## src/rtl/shift_add_multiplier.sv

```systemverilog
// Sequential unsigned shift-add multiplier with valid/ready handshakes on the operand and product sides.
// Build option: define EARLY_TERM_EN to leave RUN as soon as the remaining multiplier bits are all zero.
module shift_add_multiplier #(
  parameter int WIDTH = 8
) (
  input  logic               clk,
  input  logic               rst,
  input  logic               in_valid,
  output logic               in_ready,
  input  logic [WIDTH-1:0]   a,
  input  logic [WIDTH-1:0]   b,
  output logic               out_valid,
  input  logic               out_ready,
  output logic [2*WIDTH-1:0] product,
  output logic               busy,
  output logic [1:0]         state_dbg
);

  localparam int CW = $clog2(WIDTH) + 1;

  typedef enum logic [1:0] {
    IDLE = 2'd0,
    RUN  = 2'd1,
    DONE = 2'd2
  } state_e;

  state_e               state_q, state_d;
  logic [2*WIDTH-1:0]   acc_q, acc_d;
  logic [2*WIDTH-1:0]   product_q, product_d;
  logic [WIDTH-1:0]     mcand_q, mcand_d;
  logic [CW-1:0]        count_q, count_d;

  logic [WIDTH:0]       add_sum;
  logic [2*WIDTH-1:0]   acc_step;
  logic [2*WIDTH-1:0]   acc_done;
  logic                 done_now;

  // One partial product: conditional add into the high half, then shift right with carry into the MSB.
  always_comb begin
    add_sum = {1'b0, acc_q[2*WIDTH-1:WIDTH]};
    if (acc_q[0]) begin
      add_sum = {1'b0, acc_q[2*WIDTH-1:WIDTH]} + {1'b0, mcand_q};
    end
    acc_step = {add_sum, acc_q[WIDTH-1:1]};
  end

`ifdef EARLY_TERM_EN
  logic [CW-1:0] rem;
  logic          rem_zero;

  // rem = multiplier bits still unconsumed after this step; if all zero, finish the shifts at once.
  always_comb begin
    rem      = CW'(WIDTH - 1) - count_q;
    rem_zero = 1'b1;
    for (int i = 0; i < WIDTH; i++) begin
      if ((CW'(i) < rem) && acc_step[i]) begin
        rem_zero = 1'b0;
      end
    end
    done_now = rem_zero;
    acc_done = acc_step >> rem;
  end
`else
  always_comb begin
    done_now = (count_q == CW'(WIDTH - 1));
    acc_done = acc_step;
  end
`endif

  always_comb begin
    state_d   = state_q;
    acc_d     = acc_q;
    mcand_d   = mcand_q;
    count_d   = count_q;
    product_d = product_q;
    case (state_q)
      IDLE: begin
        if (in_valid) begin
          mcand_d = a;
          acc_d   = {{WIDTH{1'b0}}, b};
          count_d = '0;
          state_d = RUN;
        end
      end
      RUN: begin
        count_d = count_q + CW'(1);
        if (done_now) begin
          acc_d     = acc_done;
          product_d = acc_done;
          state_d   = DONE;
        end else begin
          acc_d = acc_step;
        end
      end
      DONE: begin
        if (out_ready) begin
          state_d = IDLE;
        end
      end
      default: state_d = IDLE;
    endcase
  end

  always_ff @(posedge clk) begin
    if (rst) begin
      state_q   <= IDLE;
      acc_q     <= '0;
      mcand_q   <= '0;
      count_q   <= '0;
      product_q <= '0;
    end else begin
      state_q   <= state_d;
      acc_q     <= acc_d;
      mcand_q   <= mcand_d;
      count_q   <= count_d;
      product_q <= product_d;
    end
  end

  // Handshake: a transfer happens at a clk edge where valid && ready; in_ready only in IDLE, out_valid only in DONE.
  assign in_ready  = (state_q == IDLE);
  assign out_valid = (state_q == DONE);
  assign busy      = (state_q == RUN);
  assign product   = product_q;
  assign state_dbg = state_q;

endmodule

```

## config.mk

```make
export PLATFORM = sky130hd
export DESIGN_NAME = shift_add_multiplier
export DESIGN_NICKNAME = d
export VERILOG_FILES = /design/src/rtl/shift_add_multiplier.sv
export SDC_FILE = /design/constraint.sdc
export NUM_CORES = 1
export LEC_CHECK = 0
export ABC_AREA = 1
export BUFFER_PORTS_ARGS = -buffer_cell sky130_fd_sc_hd__buf_2
export CAP_MARGIN = 25
export CORE_UTILIZATION = 31
export DETAILED_ROUTE_END_ITERATION = 8
export PLACE_DENSITY = 0.57
export SYNTH_ARGS = -nofsm -noshare
export SYNTH_HDL_FRONTEND = slang
export SYNTH_SLANG_ARGS = --single-unit
export TNS_END_PERCENT = 5
```

## constraint.sdc

```tcl
create_clock -name clk -period 2.21 [get_ports clk]
set_clock_uncertainty 0.1 [all_clocks]
set_input_delay 0.3315 -clock clk [delete_from_list [all_inputs] [get_ports clk]]
set_output_delay 0.3315 -clock clk [all_outputs]
set_load 0.01 [all_outputs]
```

==> run summary <==
status: finished, violations left
failing checks: design-rule violations
initial antenna violation count: 0
worst rel slew slack: 0.623
Max clock buf depth: 2
first-pass GRT wire length: 8790 microns
fin cells: 462
Net Sw Frac: 0.299
Synth Net Count: 356
worst-skew pair later-pin latency: 0.31 ns
CP endpoint kind: flop
ant diodes: 0
Int Power: 1.18 mW
HP Start: a[2]
endpoints failing hold: 0
worst flop-to-flop path startpoint: acc_q[8]
Worst-path clk slew: 0.10 ns
maximum clock rate: 507 MHz
#FFs+latches synth: 46
DRC viols: 2
clock share of power: 0.327
CTS Buf Count: 5
synthesized cell area: 0.00232 sq mm
post-CTS setup buffer count: 0
I/O Buffers: 40
Mapped Cells: 326
Vias/cell: 4.49
Die Width: 88.5 microns
Reg power frac: 0.529
Worst Setup Slack post-DPL: 0.214 ns
CP max stage delay: 0.40 ns
die height: 88.5 microns
CTS sink cnt: 46
TritonCTS clock tree: done
share of cells above drive strength 1: 0.196
Leak: 1.22 nW
final max-slew violation count: 0
area grow syn2layout: 15.0%
Final WS setup: 0.239 ns
critical path peak fanout: 3
post-synthesis sequential area ratio: 0.397
CP required: 2.36 ns
CP Cell Sequence: ha_1, inv_1, fa_1, xor2_1, nand2_1, o21ai_0, or2_2, a21oi_1
RSZ-0062 raised after global routing: no
# IOs: 41
CTS Root Buffer Type: clkbuf_8
yosys warns: 0
Mapped Avg Cell Area: 7.11 sq um
Post-CTS Resized: 0
max_cap viols: 0
final worst path period need: 1.97 ns
slew at the pin with the worst max-slew slack: 0.564 ns
routed via count: 2075
Die Area: 0.00783 sq mm
path type of the worst setup path: flop to flop
CP Data Arrival Time: 2.12 ns
nets@finish: 392
Comb pwr share: 0.144
DRT iter0 DRCs: 144
Max rail drop VDD: 247 uV
PwrDens: 632 mW/mm^2
R2R setup slack: 0.24 ns
Fin Setup TNS: 0 ns
Routability Congestion: 0.843
crit share post-route: 0.892
Final Power: 1.68 mW
crit path launch: acc_q[8]
startpoint types: flop
largest net degree at the start of global routing: 27
NetSw: 0.503 mW
WL final: 5280 microns
Total GRT Usage: 0.147
HP Class: input port to flop
DRT antenna net count: 0
Core Util, Final: 0.368
vias in the first global route: 1794
Overflow after GRT: 0
Post-CTS Hold Buffers: 0
Pre-Repair DR Iteration Count: 6
num rows: 31
wire length per cell: 11.4 microns
detailed placement HPWL: 3750 microns
placed insts: 454
core outline area: 0.00725 sq mm
H-tree depth: 2
# setup viols final: 0
Initial Util: 0.320
CP max stage cell: fa_1
Yosys cell types: 30
[final timing paths]
kind,depth (start not counted),endpoint
hold reg to reg,2,product[2]
setup / recovery,8,acc_q[9]
hold / removal,3,mcand_q[2]
setup reg to reg,8,acc_q[9]
[layout make-up]
class | count | area [sq um]
Timing Repair Buffer | 44 | 230
Multi-Input combinational cell | 235 | 1180
Tap cell | 99 | 124
Inverter | 30 | 115
Sequential cell | 46 | 921
Fill cell | 815 | 4590
Clock inverter | 3 | 25.0
Clock buffer | 5 | 68.8
[kinds of logic (layout without fill, tap and decap cells)]
family / count (synthesis) / count (layout) / synth area share
AO/OA/AOI/OAI: 64 / 64 / 0.155
XOR/XNOR: 1 / 1 / 0.00378
adder cells (fa/ha/maj): 10 / 10 / 0.0572
buffers and inverters: 45 / 82 / 0.0928
flip-flops: 46 / 46 / 0.397
AND/OR/NAND/NOR: 160 / 160 / 0.294
[Yosys cell counts]
| master | count | share of area |
|---|---|---|
| nand3b_1 | 3 | 0.0097 |
| dfxtp_1 | 46 | 0.40 |
| xor2_1 | 1 | 0.0038 |
| inv_1 | 26 | 0.042 |
| o21a_1 | 1 | 0.0032 |
| buf_6 | 4 | 0.019 |
| buf_2 | 2 | 0.0043 |
| inv_2 | 3 | 0.0049 |
| or2_2 | 6 | 0.016 |
| nand2_4 | 1 | 0.0049 |
| a31oi_1 | 1 | 0.0027 |
| or2_0 | 1 | 0.0027 |
| clkbuf_1 | 6 | 0.0097 |
| inv_4 | 1 | 0.0027 |
| fa_1 | 1 | 0.0086 |
| o21ai_1 | 1 | 0.0022 |
| nor2_4 | 2 | 0.0097 |
| a221oi_2 | 1 | 0.0065 |
| nor3_2 | 1 | 0.0043 |
| nand2_1 | 79 | 0.13 |
| a211oi_1 | 1 | 0.0032 |
| nand3_1 | 15 | 0.032 |
| ha_1 | 9 | 0.049 |
| buf_4 | 3 | 0.0097 |
| or2_1 | 1 | 0.0027 |
| o21ai_0 | 30 | 0.065 |
| a21oi_1 | 26 | 0.056 |
| nor2_2 | 1 | 0.0027 |
| nor2_1 | 50 | 0.081 |
| a211oi_2 | 3 | 0.016 |
[cells in the final DEF, fill, tap and decap left out, types with 2 or more instances in the layout]
cell | netlist | final
clkbuf_8 | 0 | 5
dfxtp_1 | 46 | 46
nand3b_1 | 3 | 3
nor2_4 | 2 | 2
buf_4 | 3 | 4
a21oi_1 | 26 | 26
nor2_1 | 50 | 50
nand2_1 | 79 | 79
inv_2 | 3 | 3
ha_1 | 9 | 9
nand3_1 | 15 | 15
buf_2 | 2 | 40
o21ai_0 | 30 | 30
inv_1 | 26 | 26
or2_2 | 6 | 6
a211oi_2 | 3 | 3
[per-layer routing]
layer  wire, microns  GRT usage
met5               0          0
met2            2350      0.237
met4              68     0.0440
met1            2650      0.197
met3             209     0.0326
[state kept, by name (all words and copies together), names as in the netlist]
| register | count |
|---|---|
| count_q | 4 |
| acc_q | 16 |
| product | 16 |
| state_dbg | 2 |
| mcand_q | 8 |
[worst max-delay path: cells and delay by family, from the launching register on]
kind / cells / cell delay, ns
DFF: 1 / 0.36
AOI/OAI and AO/OA: 2 / 0.28
adders and majority gates: 2 / 0.59
xor gates and xnor gates: 1 / 0.16
buffers and inverters: 1 / 0.06
and+or+nand+nor: 2 / 0.37
[power by group through the flow]
stage	sequential (mW)	clock [mW]	combinational (mW)
after detailed placement	0.911	0	0.244
after floorplan	0.899	0	0.193
final	0.891	0.551	0.242
after global placement	0.910	0	0.243
after global routing	0.897	0.604	0.277
after CTS	0.891	0.566	0.245
[per-stage QoR]
step / area (sq um) / hold slack [ns]
6_report: 2670 / 0.167
5_1_grt: 2670 / 0.176
4_1_cts: 2670 / 0.164
3_5_place_dp: 2570 / 0.371
3_3_place_gp: 2570 / 0.360
2_1_floorplan: 2320 / 0.353
Note: power is estimated with default switching activity, not from simulation.
